$ cat src/rtl/tap_shift_buffer_pkg.sv
// Shared types and width helpers for the tap shift buffer.
//
// Contents:
//   tap_state_e  : window fill state (EMPTY, FILLING, FULL)
//   calc_aw()    : tap address width, max(1, ceil(log2(depth)))
//   calc_cw()    : fill count width, ceil(log2(depth+1))
package tap_shift_pkg;

    typedef enum logic [1:0] {
        EMPTY   = 2'd0,
        FILLING = 2'd1,
        FULL    = 2'd2
    } tap_state_e;

    function automatic int calc_aw(input int depth);
        return ($clog2(depth) < 1) ? 1 : $clog2(depth);
    endfunction

    function automatic int calc_cw(input int depth);
        return $clog2(depth + 1);
    endfunction

endpackage

$ cat src/rtl/tap_shift_buffer_if.sv
// Bus bundle between a tap shift buffer and its user.
//
// Handshake: there is no back-pressure. A sample is accepted on every rising
// clk edge where load_in_sync=1; the buffer is always ready. flush may be
// combined with load_in_sync on the same edge (clear, then insert).
//
// Signals:
//   load_in_sync, flush, data_in, rd_addr      : user -> buffer
//   rd_data, rd_addr_err                        : buffer -> user, combinational
//   fill_count, window_empty, window_full, state: buffer -> user, registered
//   sum_out                                     : running sum, only when
//                                                 TAP_SHIFT_SUM_EN is defined
//
// Modports: master = user side, slave = buffer side.
interface tap_shift_buffer_if
    import tap_shift_pkg::*;
#(
    parameter int DATA_WIDTH = 12,
    parameter int DEPTH      = 8
);
    localparam int AW = calc_aw(DEPTH);
    localparam int CW = calc_cw(DEPTH);

    logic                         load_in_sync;
    logic                         flush;
    logic signed [DATA_WIDTH-1:0] data_in;
    logic [AW-1:0]                rd_addr;
    logic signed [DATA_WIDTH-1:0] rd_data;
    logic                         rd_addr_err;
    logic [CW-1:0]                fill_count;
    logic                         window_empty;
    logic                         window_full;
    tap_state_e                   state;
`ifdef TAP_SHIFT_SUM_EN
    logic signed [DATA_WIDTH+AW-1:0] sum_out;
`endif

`ifdef TAP_SHIFT_SUM_EN
    modport master (
        output load_in_sync, flush, data_in, rd_addr,
        input  rd_data, rd_addr_err, fill_count, window_empty, window_full,
               state, sum_out
    );
    modport slave (
        input  load_in_sync, flush, data_in, rd_addr,
        output rd_data, rd_addr_err, fill_count, window_empty, window_full,
               state, sum_out
    );
`else
    modport master (
        output load_in_sync, flush, data_in, rd_addr,
        input  rd_data, rd_addr_err, fill_count, window_empty, window_full,
               state
    );
    modport slave (
        input  load_in_sync, flush, data_in, rd_addr,
        output rd_data, rd_addr_err, fill_count, window_empty, window_full,
               state
    );
`endif

endinterface

$ cat src/rtl/tap_shift_sum.sv
// Running sum of all taps in the shift window.
//
// Ports:
//   clk, rst   : clock, synchronous active-high reset
//   load       : a new sample enters the window this edge
//   flush      : window cleared this edge (load wins for tap 0)
//   data_in    : incoming sample
//   oldest     : current last tap, leaving the window on a load
//   sum_out    : registered signed sum, DATA_WIDTH+AW bits
//
// The sum is kept incrementally: add the entering sample and subtract the
// leaving one. The leaving tap is zero until the window is full, so no
// special case is needed while filling. AW guard bits cover DEPTH samples.
module tap_shift_sum
    import tap_shift_pkg::*;
#(
    parameter int DATA_WIDTH = 12,
    parameter int DEPTH      = 8
) (
    input  logic                                      clk,
    input  logic                                      rst,
    input  logic                                      load,
    input  logic                                      flush,
    input  logic signed [DATA_WIDTH-1:0]              data_in,
    input  logic signed [DATA_WIDTH-1:0]              oldest,
    output logic signed [DATA_WIDTH+calc_aw(DEPTH)-1:0] sum_out
);
    localparam int AW = calc_aw(DEPTH);
    localparam int SW = DATA_WIDTH + AW;

    logic signed [SW-1:0] in_ext;
    logic signed [SW-1:0] old_ext;

    assign in_ext  = {{AW{data_in[DATA_WIDTH-1]}}, data_in};
    assign old_ext = {{AW{oldest[DATA_WIDTH-1]}}, oldest};

    always_ff @(posedge clk) begin
        if (rst) begin
            sum_out <= '0;
        end else if (load) begin
            // After a flush+load only the new sample remains in the window.
            sum_out <= flush ? in_ext : (sum_out + in_ext - old_ext);
        end else if (flush) begin
            sum_out <= '0;
        end
    end

endmodule

$ cat src/rtl/tap_shift_buffer.sv
// Tap shift buffer: a DEPTH-deep window of signed samples with random read
// access, a fill counter, EMPTY/FILLING/FULL state and an optional running
// sum (enabled by defining TAP_SHIFT_SUM_EN).
//
// Ports:
//   clk  : sole clock, rising edge
//   rst  : synchronous active-high reset, overrides flush and load
//   bus  : tap_shift_buffer_if.slave (see interface for signal list)
//
// Tap 0 is the newest sample. Reads are combinational from the registered
// taps; an out-of-range rd_addr reads 0 and raises rd_addr_err.
module tap_shift_buffer
    import tap_shift_pkg::*;
#(
    parameter int DATA_WIDTH = 12,
    parameter int DEPTH      = 8
) (
    input logic               clk,
    input logic               rst,
    tap_shift_buffer_if.slave bus
);
    localparam int AW = calc_aw(DEPTH);
    localparam int CW = calc_cw(DEPTH);
    localparam logic [CW-1:0] FULL_COUNT = CW'(DEPTH);

    logic signed [DATA_WIDTH-1:0] taps [DEPTH];
    logic [CW-1:0]                fill_q;
    tap_state_e                   state_q;
    tap_state_e                   state_d;

    // Tap storage. Unfilled taps hold 0 because every clear path zeroes them.
    always_ff @(posedge clk) begin
        if (rst) begin
            for (int k = 0; k < DEPTH; k++) taps[k] <= '0;
        end else if (bus.load_in_sync) begin
            taps[0] <= bus.data_in;
            for (int k = 1; k < DEPTH; k++) taps[k] <= bus.flush ? '0 : taps[k-1];
        end else if (bus.flush) begin
            for (int k = 0; k < DEPTH; k++) taps[k] <= '0;
        end
    end

    // Fill counter saturates at DEPTH.
    always_ff @(posedge clk) begin
        if (rst) begin
            fill_q <= '0;
        end else if (bus.load_in_sync) begin
            if (bus.flush)                fill_q <= CW'(1);
            else if (fill_q != FULL_COUNT) fill_q <= fill_q + CW'(1);
        end else if (bus.flush) begin
            fill_q <= '0;
        end
    end

    // Window state register.
    always_ff @(posedge clk) begin
        if (rst) state_q <= EMPTY;
        else     state_q <= state_d;
    end

    always_comb begin
        state_d = state_q;
        if (bus.load_in_sync) begin
            if (bus.flush) begin
                state_d = FILLING;
            end else begin
                case (state_q)
                    EMPTY:   state_d = FILLING;
                    // The load that brings the count to DEPTH enters FULL.
                    FILLING: state_d = (fill_q == FULL_COUNT - CW'(1)) ? FULL : FILLING;
                    FULL:    state_d = FULL;
                    default: state_d = EMPTY;
                endcase
            end
        end else if (bus.flush) begin
            state_d = EMPTY;
        end
    end

    // Combinational read port.
    always_comb begin
        bus.rd_data = '0;
        for (int k = 0; k < DEPTH; k++) begin
            if (bus.rd_addr == AW'(k)) bus.rd_data = taps[k];
        end
    end

    assign bus.rd_addr_err  = (32'(bus.rd_addr) >= DEPTH);
    assign bus.fill_count   = fill_q;
    assign bus.window_empty = (state_q == EMPTY);
    assign bus.window_full  = (state_q == FULL);
    assign bus.state        = state_q;

`ifdef TAP_SHIFT_SUM_EN
    tap_shift_sum #(
        .DATA_WIDTH (DATA_WIDTH),
        .DEPTH      (DEPTH)
    ) u_sum (
        .clk     (clk),
        .rst     (rst),
        .load    (bus.load_in_sync),
        .flush   (bus.flush),
        .data_in (bus.data_in),
        .oldest  (taps[DEPTH-1]),
        .sum_out (bus.sum_out)
    );
`endif

endmodule

$ cat src/flat_wrapper.sv
// flat-port wrapper written by rule: the top's interface ports become plain ports
module tap_shift_buffer_flat import tap_shift_pkg::*;
#(
    parameter int DATA_WIDTH = 12,
    parameter int DEPTH      = 8
)
  (clk, rst, bus_load_in_sync, bus_flush, bus_data_in, bus_rd_addr, bus_rd_data, bus_rd_addr_err, bus_fill_count, bus_window_empty, bus_window_full, bus_state);
  tap_shift_buffer_if #(.DATA_WIDTH(DATA_WIDTH), .DEPTH(DEPTH)) bus_i ();
  input logic clk;
  input logic rst;
  input wire logic [$bits(bus_i.load_in_sync)-1:0] bus_load_in_sync;
  input wire logic [$bits(bus_i.flush)-1:0] bus_flush;
  input wire logic [$bits(bus_i.data_in)-1:0] bus_data_in;
  input wire logic [$bits(bus_i.rd_addr)-1:0] bus_rd_addr;
  output wire logic [$bits(bus_i.rd_data)-1:0] bus_rd_data;
  output wire logic [$bits(bus_i.rd_addr_err)-1:0] bus_rd_addr_err;
  output wire logic [$bits(bus_i.fill_count)-1:0] bus_fill_count;
  output wire logic [$bits(bus_i.window_empty)-1:0] bus_window_empty;
  output wire logic [$bits(bus_i.window_full)-1:0] bus_window_full;
  output wire logic [$bits(bus_i.state)-1:0] bus_state;
  assign bus_i.load_in_sync = bus_load_in_sync;
  assign bus_i.flush = bus_flush;
  assign bus_i.data_in = bus_data_in;
  assign bus_i.rd_addr = bus_rd_addr;
  assign bus_rd_data = bus_i.rd_data;
  assign bus_rd_addr_err = bus_i.rd_addr_err;
  assign bus_fill_count = bus_i.fill_count;
  assign bus_window_empty = bus_i.window_empty;
  assign bus_window_full = bus_i.window_full;
  assign bus_state = bus_i.state;
  tap_shift_buffer #(.DATA_WIDTH(DATA_WIDTH), .DEPTH(DEPTH)) u_core (.clk(clk), .rst(rst), .bus(bus_i));
endmodule
$ cat config.mk
export PLATFORM = sky130hd
export DESIGN_NAME = tap_shift_buffer_flat
export DESIGN_NICKNAME = d
export VERILOG_FILES = /design/src/rtl/tap_shift_buffer_pkg.sv /design/src/rtl/tap_shift_buffer_if.sv /design/src/rtl/tap_shift_sum.sv /design/src/rtl/tap_shift_buffer.sv /design/src/flat_wrapper.sv
export SDC_FILE = /design/constraint.sdc
export NUM_CORES = 1
export LEC_CHECK = 0
export BUFFER_PORTS_ARGS = -buffer_cell sky130_fd_sc_hd__buf_2
export CORE_ASPECT_RATIO = 1.4
export CORE_MARGIN = 8
export CORE_UTILIZATION = 35
export CTS_BUF_LIST = sky130_fd_sc_hd__clkbuf_8
export DETAILED_ROUTE_END_ITERATION = 8
export HOLD_SLACK_MARGIN = 0.05
export REMOVE_ABC_BUFFERS = 1
export SYNTH_ARGS = -nofsm -noshare
export SYNTH_HDL_FRONTEND = slang
export SYNTH_SLANG_ARGS = --single-unit
$ cat constraint.sdc
create_clock -name clk -period 2.2 [get_ports clk]
set_input_delay 0.11 -clock clk [delete_from_list [all_inputs] [get_ports clk]]
set_output_delay 0.11 -clock clk [all_outputs]
set_load 0.005 [all_outputs]
==> results.md <==
Critical path:
- The signal arrival time at the worst endpoint is just over 2 ns.
- For the worst flop-to-flop path, the logic depth is 6.
- The cell with the most instances on the worst path is sky130_fd_sc_hd__and2b_1.
- The cell at the slowest stage of the critical path is sky130_fd_sc_hd__and2b_1.
- Walking the worst path, the cells encountered are dlygate4sd3_1, buf_2, and2b_1, and2b_1, and2_1.
- The critical path required time is 2.43 ns.
- The worst setup path is captured at a register.
- The worst-path maximum fanout is 36.
- STA classifies the critical path startpoint as an input pin.
- In this design, the stage delay of the slowest critical-path cell is 0.81 ns.
- The critical path start-end classification is in -> reg.

Floorplanning:
- The starting density of the core is 0.356.
- During I/O placement, the number of pins put on the boundary was 40.
- The area of the core is 0.0138 mm².
- The floorplan die area is 0.0181 mm².
- The overall die height is 156 µm.
- The floorplan has between 50 and 60 rows.
- The die width is roughly 120 µm.

Outcome:
- The flow ran to the end, and the final reports show no timing, DRC or antenna violations.

Power:
- The power density over cell area is about 630 mW/mm².
- Across the VDD grid, the largest voltage drop is about 0.23 mV.
- The cell leakage power is 2.24 nW.

Cells and area:
- 0 antenna diodes ended up in the layout.
- The fraction of final layout cells with drive strength greater than 1 is 0.159.
- The final instance area is 0.00551 mm².
- Leaving out filler cells and counting taps, the final layout contains 694.
- The final layout contains between 500 and 600 nets.
- Measured on the finished design, the core utilization comes to 0.400.
- The library cells used most frequently in the layout, excluding fill and tap cells, are sky130_fd_sc_hd__mux2i_1 (61), sky130_fd_sc_hd__nor2_1 (57), sky130_fd_sc_hd__dfxtp_1 (54).
- The library cell used most frequently in the layout, excluding fill and tap cells, is sky130_fd_sc_hd__mux2i_1.
- The area added between synthesis and finish is 12.4%.

Synthesis:
- Of the total synthesized cell area, the portion taken by AND, OR, NAND and NOR gates is 0.165.
- The largest family of logic cells by synthesized area is simple AND/OR/NAND/NOR gates.
- Dividing the synthesized area by the synthesized cell count gives 10.5 µm².
- The number of enable flip-flop cells after synthesis is 48.
- The complex-gate fraction of the synthesized area came to 0.109.
- The synthesized netlist cell count is 465.
- Of the total synthesized cell area, the portion taken by full adders, half adders and majority gates is 0.00511.
- The synthesized netlist contains 41 unique library cells.
- Of the synthesized area, sequential elements account for 0.515.
- Of the post-synthesis cell area, the part taken by muxes is 0.152.
- During synthesis, Yosys emitted a total of 0 warnings.
- The flip-flop and latch count after synthesis is 102.
- Of the total synthesized cell area, the portion taken by XOR and XNOR cells is 0.00179.
- Of all flip-flops after synthesis, the portion carrying an async set or reset was 0.
- The post-synth design cell area is 0.00490 mm².
- The most used flip-flop cell after synthesis is sky130_fd_sc_hd__dfxtp_1.

Min path:
- The worst hold path class is in -> reg.
- The worst hold path passes through 2 cells.

Timing:
- Counting I/O delays and the setup requirement, the final critical path takes 1.83 ns.
- The worst slack on hold paths is 0.0655 ns.
- The number of endpoints failing setup at the final stage is 0.
- The worst pin sits at a relative slew slack of 0.314.
- Setup repair after global routing left no endpoint under its margin.
- The number of hold-slack violations in the final timing report came to 0.
- The maximum clock frequency is between 500 and 600 MHz.
- The actual transition at the worst max-transition pin is 1.03 ns.
- The count of final max-slew check failures is 0.
- In the finished design, the share of the clock period the worst path needs comes to 0.830.
- In the final timing run, aggregate negative setup slack is 0 ns.
- Clock skew on the completed layout was measured at 0.0111 ns.

Global routing:
- The overall track demand over capacity in global routing is 0.121.
- Summed over all layers, the global routing overflow is 0.
- The first-pass GRT wire length is 17300 µm.
- The initial antenna violation count is 0.
- Entering global routing, the biggest net connects a little under 50 pins.
- The via count of the first global-routing pass is 3403.

Placed design:
- The post-placement cell count is 666.
- The final estimated routing congestion in global placement is 0.810.
- The instance area after placement is 0.00522 mm².
- The half-perimeter wire length after detailed placement is 6550 µm.
- The quantity of I/O buffers inserted on ports is 38.

Routing:
- The length of the first detailed-routing pass in iterations is 5.
- In this run the remaining antenna-violating nets after routing total 0.
- The total via count after detailed routing is approximately 3400.
- The DRC violation total after the first TritonRoute iteration is roughly 170.
- Dividing the detail-routed via count by the number of cells gives 4.86.
- The routed wirelength normalized by instance count is 14.7 µm.
- After detailed routing, the number of remaining DRC violations is 0.
- For this block, the routed nets add up to slightly above 10000 µm of wire.

Clock network:
- For the worst-skew pair, the clock arrives at the later sink with an insertion delay of 0.37 ns.
- CTS built an H-tree with a depth of 3.
- Clock-pin slew was measured on the worst setup and hold paths at 0.08 ns.
- The clock net in this run drives a total of about 100 sinks.
- The number of buffers inserted during clock tree synthesis is 9.
- The buffer levels on the longest clock path is 2.
- The setup fix buffers added after clock tree synthesis is 0.
- The CTS tree is done.
- The clock root buffer is sky130_fd_sc_hd__clkbuf_8.

Job:
- Max-cap violations in this run came to 0.
==> cell families after synthesis <==
logic type / count (synthesis)
buf+inv: 48
simple gates: 159
xor+xnor: 1
compound gates: 79
other cells: 1
mux: 73
fa+ha+maj: 2
flops: 102
==> state kept, by name, indices dropped and copies added, names as in the netlist <==
name / flops
u_core.bus.fill_count: 4
u_core.bus.state: 2
u_core.taps: 96
==> critical path: cells and delay by family <==
kind	cells	cell delay (ns)
buffers and inverters	2	0.68
and+or+nand+nor	3	1.25
==> final cells by class <==
| class | instances | area (µm²) |
|---|---|---|
| Fill cell | 1416 | 8270 |
| Sequential cell | 102 | 2520 |
| Multi-Input combinational cell | 315 | 2130 |
| Timing Repair Buffer | 63 | 408 |
| Tap cell | 185 | 231 |
| Clock buffer | 11 | 151 |
| Inverter | 13 | 48.8 |
| Clock inverter | 5 | 20.0 |
==> per-layer routing <==
layer	vias up	global-route usage	share of wire
met5	-	0	0
met3	12	0.0182	0.016
met4	0	0.0546	0.020
met1	1641	0.145	0.47
li1	1690	-	-
met2	31	0.206	0.49
==> synth_stat cells (12+ instances only) <==
| library cell | count | area (µm²) |
|---|---|---|
| sky130_fd_sc_hd__nor2_1 | 57 | 214 |
| sky130_fd_sc_hd__mux2i_1 | 61 | 611 |
| sky130_fd_sc_hd__o21ai_0 | 24 | 120 |
| sky130_fd_sc_hd__mux2_2 | 12 | 135 |
| sky130_fd_sc_hd__nand2_1 | 24 | 90.1 |
| sky130_fd_sc_hd__edfxtp_1 | 48 | 1440 |
| sky130_fd_sc_hd__and2_1 | 48 | 300 |
| sky130_fd_sc_hd__dfxtp_1 | 54 | 1080 |
| sky130_fd_sc_hd__clkbuf_1 | 14 | 52.6 |
| sky130_fd_sc_hd__inv_1 | 13 | 48.8 |
| sky130_fd_sc_hd__nand2b_1 | 12 | 75.1 |
| sky130_fd_sc_hd__a21oi_1 | 17 | 85.1 |
==> final timing paths <==
path / start / end / slack (ns)
setup reg to reg: u_core.bus.fill_count[0] / u_core.bus.fill_count[1] / 0.90
setup / recovery: rst / u_core.taps[0][26] / 0.37
hold reg to reg: u_core.taps[0][94] / u_core.taps[0][94] / 0.50
hold / removal: bus_data_in[7] / u_core.taps[0][7] / 0.07
==> power breakdown <==
group	internal [mW]	leakage (nW)	switching [mW]
clock	0.457	0.101	0.608
combinational	0.151	1.15	0.190
sequential	2.03	0.991	0.0289
total	2.64	2.24	0.827
==> per-stage QoR <==
stage	total power [mW]	worst slack (ns)
2_1_floorplan	2.26	0.849
3_3_place_gp	2.43	0.552
3_5_place_dp	2.44	0.546
4_1_cts	3.52	0.378
5_1_grt	3.62	0.212
6_report	3.47	0.374
==> what timing repair did <==
action | CTS | global route
hold buffers | 12 | 0
endpoints found under the setup margin | 0 | 0
endpoints found under the hold margin | 13 | 0
gates resized for setup | 0 | 0
No activity file was read; power rests on OpenSTA's default activity.
